**config.mk**
```make
export PLATFORM = sky130hd
export DESIGN_NAME = imem_fetch_ctrl
export DESIGN_NICKNAME = d
export VERILOG_FILES = /design/src/rtl/imem_pkg.sv /design/src/rtl/fetch_fifo.sv /design/src/rtl/imem_fetch_ctrl.sv
export SDC_FILE = /design/constraint.sdc
export NUM_CORES = 1
export LEC_CHECK = 0
export CAP_MARGIN = 20
export CORE_MARGIN = 4
export CORE_UTILIZATION = 56
export DETAILED_ROUTE_END_ITERATION = 10
export GPL_TIMING_DRIVEN = 0
export PLACE_DENSITY = 0.86
export SYNTH_ARGS = -nofsm -noshare
export SYNTH_HDL_FRONTEND = slang
export SYNTH_HIERARCHICAL = 1
export SYNTH_SLANG_ARGS = --single-unit
```
**constraint.sdc**
```tcl
create_clock -name clk -period 7 [get_ports clk]
set_clock_uncertainty 0.05 [all_clocks]
set_input_delay 1.4 -clock clk [delete_from_list [all_inputs] [get_ports clk]]
set_output_delay 1.4 -clock clk [all_outputs]
set_load 0.05 [all_outputs]
```
**src/rtl/imem_pkg.sv**
```systemverilog
// Shared types and constants for the instruction-fetch controller.
package imem_pkg;

   typedef enum logic [1:0] {
      RUN,
      LOAD,
      HALT
   } state_e;

   localparam int unsigned INSTR_W = 32;
   localparam logic [31:0] PC_STEP = 32'd4;

   typedef struct packed {
      logic [31:0]        pc;
      logic [INSTR_W-1:0] instr;
   } fetch_entry_t;

endpackage

```
**src/rtl/fetch_fifo.sv**
```systemverilog
// Small circular FIFO holding fetched {pc, instr} pairs; clear wins over push.
module fetch_fifo
   import imem_pkg::*;
#(
   parameter int unsigned DEPTH = 2
) (
   input  logic                       clk,
   input  logic                       reset,
   input  logic                       clear,
   input  logic                       push,
   input  logic                       pop,
   input  fetch_entry_t               din,
   output fetch_entry_t               dout,
   output logic [$clog2(DEPTH+1)-1:0] count,
   output logic                       empty,
   output logic                       full
);

   localparam int unsigned PTR_W = $clog2(DEPTH);
   localparam int unsigned CNT_W = $clog2(DEPTH + 1);

   fetch_entry_t     entries_q [DEPTH];
   logic [PTR_W-1:0] rd_ptr_q;
   logic [PTR_W-1:0] wr_ptr_q;
   logic [CNT_W-1:0] count_q;
   logic             push_ok;
   logic             pop_ok;

   assign empty   = (count_q == '0);
   assign full    = (count_q == CNT_W'(DEPTH));
   assign count   = count_q;
   assign dout    = entries_q[rd_ptr_q];
   assign pop_ok  = pop && !empty;
   assign push_ok = push && (!full || pop_ok);

   always_ff @(posedge clk or posedge reset) begin
      if (reset) begin
         rd_ptr_q <= '0;
         wr_ptr_q <= '0;
         count_q  <= '0;
         for (int i = 0; i < int'(DEPTH); i++) begin
            entries_q[i] <= '0;
         end
      end else if (clear) begin
         rd_ptr_q <= '0;
         wr_ptr_q <= '0;
         count_q  <= '0;
      end else begin
         if (push_ok) begin
            entries_q[wr_ptr_q] <= din;
            wr_ptr_q <= (wr_ptr_q == PTR_W'(DEPTH - 1)) ? '0 : wr_ptr_q + 1'b1;
         end
         if (pop_ok) begin
            rd_ptr_q <= (rd_ptr_q == PTR_W'(DEPTH - 1)) ? '0 : rd_ptr_q + 1'b1;
         end
         count_q <= count_q + CNT_W'(push_ok) - CNT_W'(pop_ok);
      end
   end

endmodule

```
**src/rtl/imem_fetch_ctrl.sv**
```systemverilog
// Fetch sequencer for the instruction memory port, shared with a program loader.
module imem_fetch_ctrl
   import imem_pkg::*;
#(
   parameter logic [31:0] RESET_PC = 32'h0000_0000,
   parameter int unsigned ADDR_W   = 4,
   parameter int unsigned DEPTH    = 2
) (
   input  logic               clk,
   input  logic               reset,
   input  logic               load_mode,
   input  logic               ld_valid,
   output logic               ld_ready,
   input  logic [ADDR_W-1:0]  ld_addr,
   input  logic [31:0]        ld_data,
   input  logic               redirect_valid,
   input  logic [31:0]        redirect_pc,
   output logic               instr_valid,
   input  logic               instr_ready,
   output logic [31:0]        instr_pc,
   output logic [31:0]        instr_data,
   output logic               mem_en,
   output logic               mem_we,
   output logic [ADDR_W-1:0]  mem_addr,
   output logic [31:0]        mem_wdata,
   input  logic [31:0]        mem_rdata,
   output logic               misalign_err
);

   localparam int unsigned CNT_W = $clog2(DEPTH + 1);

   state_e       state_q, state_d;
   logic [31:0]  fetch_pc_q, fetch_pc_d;
   logic [31:0]  tag_q, tag_d;
   logic         inflight_q, inflight_d;
   logic         misalign_q, misalign_d;

   logic         fifo_clear;
   logic         fifo_push;
   logic         fifo_pop;
   logic         fifo_empty;
   logic         fifo_full;
   logic [CNT_W-1:0] fifo_count;
   fetch_entry_t push_entry;
   fetch_entry_t head;

   assign instr_valid  = !fifo_empty;
   assign instr_pc     = head.pc;
   assign instr_data   = head.instr;
   assign misalign_err = misalign_q;
   assign fifo_pop     = instr_valid && instr_ready;
   // A flush in the same cycle outranks this push inside the FIFO, which drops the response.
   assign fifo_push    = inflight_q;
   assign push_entry   = '{pc: tag_q, instr: mem_rdata};

   always_comb begin
      state_d    = state_q;
      fetch_pc_d = fetch_pc_q;
      tag_d      = tag_q;
      inflight_d = 1'b0;
      misalign_d = misalign_q;
      fifo_clear = 1'b0;
      ld_ready   = 1'b0;
      mem_en     = 1'b0;
      mem_we     = 1'b0;
      mem_addr   = '0;
      mem_wdata  = '0;
      if (!reset) begin
         unique case (state_q)
            RUN: begin
               if (load_mode) begin
                  state_d    = LOAD;
                  fifo_clear = 1'b1;
               end else if (redirect_valid) begin
                  fifo_clear = 1'b1;
                  if (redirect_pc[1:0] != 2'b00) begin
                     state_d    = HALT;
                     misalign_d = 1'b1;
                  end else begin
                     fetch_pc_d = redirect_pc;
                  end
               end else if ((!fifo_full && (32'(fifo_count) + 32'(inflight_q) < DEPTH))
                            || fifo_pop) begin
                  mem_en     = 1'b1;
                  mem_addr   = fetch_pc_q[ADDR_W+1:2];
                  tag_d      = fetch_pc_q;
                  fetch_pc_d = fetch_pc_q + PC_STEP;
                  inflight_d = 1'b1;
               end
            end
            LOAD: begin
               ld_ready = 1'b1;
               if (ld_valid) begin
                  mem_en    = 1'b1;
                  mem_we    = 1'b1;
                  mem_addr  = ld_addr;
                  mem_wdata = ld_data;
               end
               if (!load_mode) begin
                  state_d    = RUN;
                  fetch_pc_d = RESET_PC;
               end
            end
            HALT: begin
               fifo_clear = 1'b1;
            end
            default: begin
               state_d = RUN;
            end
         endcase
      end
   end

   always_ff @(posedge clk or posedge reset) begin
      if (reset) begin
         state_q    <= RUN;
         fetch_pc_q <= RESET_PC;
         tag_q      <= '0;
         inflight_q <= 1'b0;
         misalign_q <= 1'b0;
      end else begin
         state_q    <= state_d;
         fetch_pc_q <= fetch_pc_d;
         tag_q      <= tag_d;
         inflight_q <= inflight_d;
         misalign_q <= misalign_d;
      end
   end

   fetch_fifo #(
      .DEPTH (DEPTH)
   ) u_fifo (
      .clk   (clk),
      .reset (reset),
      .clear (fifo_clear),
      .push  (fifo_push),
      .pop   (fifo_pop),
      .din   (push_entry),
      .dout  (head),
      .count (fifo_count),
      .empty (fifo_empty),
      .full  (fifo_full)
   );

endmodule

```
# --- Word level (Yosys, flattened, before mapping) ---
# Index checks and enable logic that the tools add are counted.
totals:
  regBits: 200
  latchBits: 0
  ramBits: 0
  romBits: 0
  elab_cells: 107
  n_memories: 0
op_classes:
  add_sub_neg: 6
  n_mul: 0
  div_mod_pow: 0
  n_lt_le_gt_ge: 4
  eq_ne: 9
  shifts: 0
  n_mux: 49
  bitwise: 7
  n_reduce_logical: 20
ops:
  columns: ["cell", "count"]
  rows:
  - ["two-way mux 32 bit", 8]
  - ["two-way mux 64 bit", 4]
  - ["bitwise mux 128 bit", 1]
  - ["demux 64 bit (select 1 bit)", 1]
  - ["one-hot mux 32 bit (2 select lines)", 1]
  - ["adder 32 x 3 -> 32 bit (second input constant)", 1]
  - ["two-way mux 1 bit", 20]
  - ["two-way mux 4 bit", 5]
  - ["AND reduction 5 bit", 3]
  - ["inequality test 3 bit (second input constant)", 4]
  - ["two-way mux 2 bit", 5]
  - ["one-hot mux 4 bit (2 select lines)", 1]
  - ["nonzero test 2 bit", 4]
  - ["one-hot mux 2 bit (3 select lines)", 1]
  - ["AND reduction 6 bit", 1]
  - ["logical AND 1 bit", 5]
  - ["inverter 1 bit", 5]
  - ["equality test 2 bit (second input constant)", 2]
  - ["greater-or-equal comparator 2 bit (second input constant)", 2]
  - ["zero test 2 bit", 2]
  - ["inequality test 2 bit (second input constant)", 2]
  - ["inverter 1 -> 2 bit", 2]
  - ["one-hot mux 1 bit (2 select lines)", 2]
  - ["adder 2 x 1 -> 3 bit", 1]
  - ["9 further kinds", 12]

# --- Logic depth before layout (Yosys ltp) ---
logic_depth:
  ltp_word: 9
  depth_mapped: 10
  mapped_depth_nobuf: 10

# --- Hierarchy ---
# The synthesis kept the hierarchy.
modules_own_cells:
  columns: ["mod", "n_inst", "cells_per_inst", "area_per_inst_um2", "seq_area_each_um2"]
  rows:
  - ["fetch_fifo", 1, 366, 5983.2, 3303.2]
  - ["imem_fetch_ctrl", 1, 467, 3940.0, 1701.6]

# --- Worst setup path before layout ---
# OpenSTA, ideal clock, no wires.
synth_timing:
  path_kind: "in2out"
  startpoint: "input port reset"
  endpoint: "output port mem_wdata[22]"
  t_arrival_ns: 4.357
  slack_ns: 1.193
  stages: 4
  path_buffers: 1
  path_cell_list: "inv_1 > and2_1 > clkbuf_1 > and3_1"
synth_between:
  elab_chain_len: 1
synth_lines:
  columns: ["item", "line_no", "source"]
  rows:
  - ["from (decl)", "imem_fetch_ctrl.sv:10", "input logic reset,"]
  - ["two-way mux 32 bit", "imem_fetch_ctrl.sv:68", "if (!reset) begin"]
  - ["to (decl)", "imem_fetch_ctrl.sv:25", "output logic [31:0] mem_wdata,"]
# No other way between the ends.

# --- Worst setup path after layout ---
layout_timing:
  startpoint: "input port reset"
  endpoint: "output port mem_wdata[4]"
# Same word-level chain as after synthesis.

==> impl_metrics.sql <==
INSERT INTO impl_metrics (metric_group, metric, value, unit) VALUES
('run_status', 'outcome', 'finished clean', ''),
('final_layout', 'multi_input_combinational_cell_area', '4550', 'µm²'),
('sta', 'fin_crit_sh', '0.884', ''),
('cts', 'worst_skew_pair.late_latency', '0.44', 'ns'),
('cts', 'ctsHoldBuffers', '0', ''),
('pwr', 'seqPwrFrac', '0.374', ''),
('final_layout', 'area_growth_syn_to_layout', '30.3', '%'),
('sta', 'setup_repair_after_global_routing_missed_its_margin', 'false', ''),
('critical_path', 'critPathMaxFanout', '71', ''),
('route', 'detail_route.wl_per_cell', '20.7', 'µm'),
('sta', 'max_frequency', '162', 'MHz'),
('global_route', 'pin_count_of_the_biggest_net_entering_global_routing', '104', ''),
('pwr', 'cell_internal_pwr', '2.99', 'mW'),
('final_layout', 'drive_gt1_frac', '0.253', ''),
('final_layout', 'fill_cells', '1196', ''),
('critical_path', 'critical_path_cell_list', 'clkdlybuf4s50_1 -> inv_4 -> and2_1 -> clkbuf_1 -> and3_1 -> clkdlybuf4s50_1', ''),
('synth', 'cell_count_after_synthesis', '833', ''),
('route', 'detailedRoute.firstPassIterationCount', '6', ''),
('pwr', 'power.static_leakage', '5.91', 'nW'),
('placement', 'port_buffers', '210', ''),
('pwr', 'cellPowerDensity', '380', 'nW/µm²'),
('cts', 'numClockSinks', '200', ''),
('sta', 'layout_min_cycle_time', '6.19', 'ns'),
('final_layout', 'final_design_area_no_fill', '12900', 'µm²'),
('pwr', 'report.power.total', '4.91', 'mW'),
('floorplanning', 'ios', '211', ''),
('global_route', 'vias_in_the_first_global_route', '7910', ''),
('sta', 'finalSetupViolCount', '0', ''),
('cts', 'cts.root.buffer_cell', 'clkbuf_16', ''),
('final_layout', 'num-nets-final', '1172', ''),
('synth', 'synth.ff_latch_count', '200', ''),
('cts', 'postCtsSetupRepairBufs', '0', ''),
('synth', 'postSynthNetCount', '942', ''),
('critical_path', 'ff2ff_setup_slack', '4.28', 'ns'),
('critical_path', 'r2r.worst_path.cells', '8', ''),
('synth', 'synth.area.top_cells', 'dfrtp_1, mux2_2, mux2_4', ''),
('pwr', 'gate_power_share', '0.424', ''),
('route', 'avgViaCountPerCell', '5.86', ''),
('final_layout', 'finish.cell_count_without_fillers', '1299', ''),
('sta', 'final-max-slew-violation-count', '0', ''),
('synth', 'netlist.top_cell.by_area', 'dfrtp_1', ''),
('placement', 'place.detailed.instances', '1269', ''),
('route', 'vias', '7609', ''),
('flow_run', 'max_cap_violations', '0', ''),
('sta', 'worstMarginPinSlew', '0.906', 'ns'),
('cts', 'cts_inserted_buffers', '17', ''),
('critical_path', 'timing.critical_path.to_type', 'primary output', ''),
('global_route', 'grt_pass1_wl', '42800', 'µm'),
('sta', 'max_slew_margin', '0.396', ''),
('placement', 'dpl-instance-area', '12300', 'µm²'),
('synth', 'yosys_warnings', '6', ''),
('final_layout', 'num_antenna_cells', '0', ''),
('hold_path', 'timing.hold.worst.class', 'reg -> reg', ''),
('floorplanning', 'die_x', '141', 'µm'),
('critical_path', 'required', '5.55', 'ns'),
('cts', 'ctsHtreeMaxLevel', '4', ''),
('floorplanning', 'floorplan.rows', '48', ''),
('cts', 'clkSlewWorstSetupHoldPaths', '0.07', 'ns'),
('final_layout', 'seqCellArea', '5000', 'µm²'),
('final_layout', 'layout_common_cells', 'clkdlybuf4s50_1, dfrtp_1, mux2_2, nand2_1, mux2_4', ''),
('route', 'wl', '26900', 'µm'),
('critical_path', 'worst-endpoint-arrival', '4.74', 'ns'),
('critical_path', 'cpMaxStageDelayCell', 'clkdlybuf4s50_1', ''),
('route', 'initialDrtViolationCount', '569', ''),
('sta', 'fin_hold_ws', '0.416', 'ns'),
('synth', 'synth_edf_count', '0', ''),
('synth', 'synth_cell_type_count', '66', ''),
('cts', 'ctsLongestPathBuffers', '2', ''),
('route', 'ant_nets', '0', ''),
('critical_path', 'max_stage_delay', '0.86', 'ns'),
('global_route', 'grt.overflow.total', '0', '');
registers in the layout (all words and copies together), names as in the netlist:
signal            flops
u_fifo/entries_q    128
misalign_err          1
u_fifo/rd_ptr_q       1
state_q               2
tag_q                32
u_fifo/wr_ptr_q       1
fifo_push             1
fetch_pc_q           32
u_fifo/count          2
cell usage after synthesis, types with 4 or more instances:
library cell / count
a21oi_1: 16
a221o_1: 5
a22oi_1: 12
and2_1: 8
and3_1: 44
buf_2: 19
buf_4: 5
buf_6: 9
clkbuf_1: 19
dfrtp_1: 200
inv_1: 12
mux2_1: 4
mux2_2: 129
mux2_4: 60
mux2i_1: 4
nand2_1: 116
nand3_1: 16
nand4_1: 8
nor2_1: 23
nor2b_1: 6
nor3_1: 9
nor4_1: 5
o211ai_1: 4
o21ai_0: 15
o21ai_1: 10
o22ai_1: 4
o311ai_1: 7
or3_1: 5
through the flow:
stage                     setup slack [ns]   util  setup TNS (ns)
after floorplan                       1.19      -               0
after global placement              -0.512  0.709           -9.44
after detailed placement             0.778  0.711               0
after CTS                            0.778  0.745               0
after global routing                 0.583  0.745               0
final                                0.812  0.745               0
metal layers:
| layer | part of all wire | GRT usage |
|---|---|---|
| met1 | 0.39 | 0.346 |
| met2 | 0.50 | 0.471 |
| met3 | 0.081 | 0.0594 |
| met4 | 0.027 | 0.0923 |
| met5 | 0 | 0 |
cell families (layout without fill, tap and decap cells):
family / count (synthesis) / count (layout) / share of synthesized area
XOR/XNOR: 3 / 3 / 0.00265
multiplexers: 197 / 197 / 0.246
adder cells (fa/ha/maj): 3 / 3 / 0.00378
flip-flops: 200 / 200 / 0.504
buffers and inverters: 68 / 309 / 0.0368
AO/OA/AOI/OAI: 96 / 96 / 0.0683
AND/OR/NAND/NOR: 266 / 266 / 0.138
worst max-delay path, delay by kind of cell:
| family | cells | cell delay (ns) |
|---|---|---|
| buffers and inverters | 4 | 2.59 |
| and+or+nand+nor | 2 | 0.71 |
power by group through the flow:
stage / Combinational (mW) / Sequential (mW) / Clock (mW)
after global routing: 2.20 / 1.88 / 1.06
final: 2.08 / 1.84 / 0.994
after global placement: 2.03 / 1.81 / 0
after CTS: 2.10 / 1.83 / 1.01
after floorplan: 1.49 / 1.74 / 0
after detailed placement: 2.08 / 1.84 / 0
final timing paths:
kind                                 startpoint               to
worst min register to register    fetch_pc_q[0]         tag_q[0]
worst max-delay path                      reset     mem_wdata[4]
worst max register to register  u_fifo/count[1]         tag_q[4]
worst min-delay path              fetch_pc_q[0]         tag_q[0]
min in group asynchronous                 reset  u_fifo/count[0]
max in group asynchronous                 reset        tag_q[11]
final cells by class:
cell class | count | area share
Tap cell | 225 | 0.0218
Clock buffer | 19 | 0.0342
Buffer | 54 | 0.0242
Timing Repair Buffer | 211 | 0.165
Clock inverter | 11 | 0.0115
Inverter | 14 | 0.00464
Sequential cell | 200 | 0.387
Multi-Input combinational cell | 565 | 0.352
(Power assumes the default switching activity.)
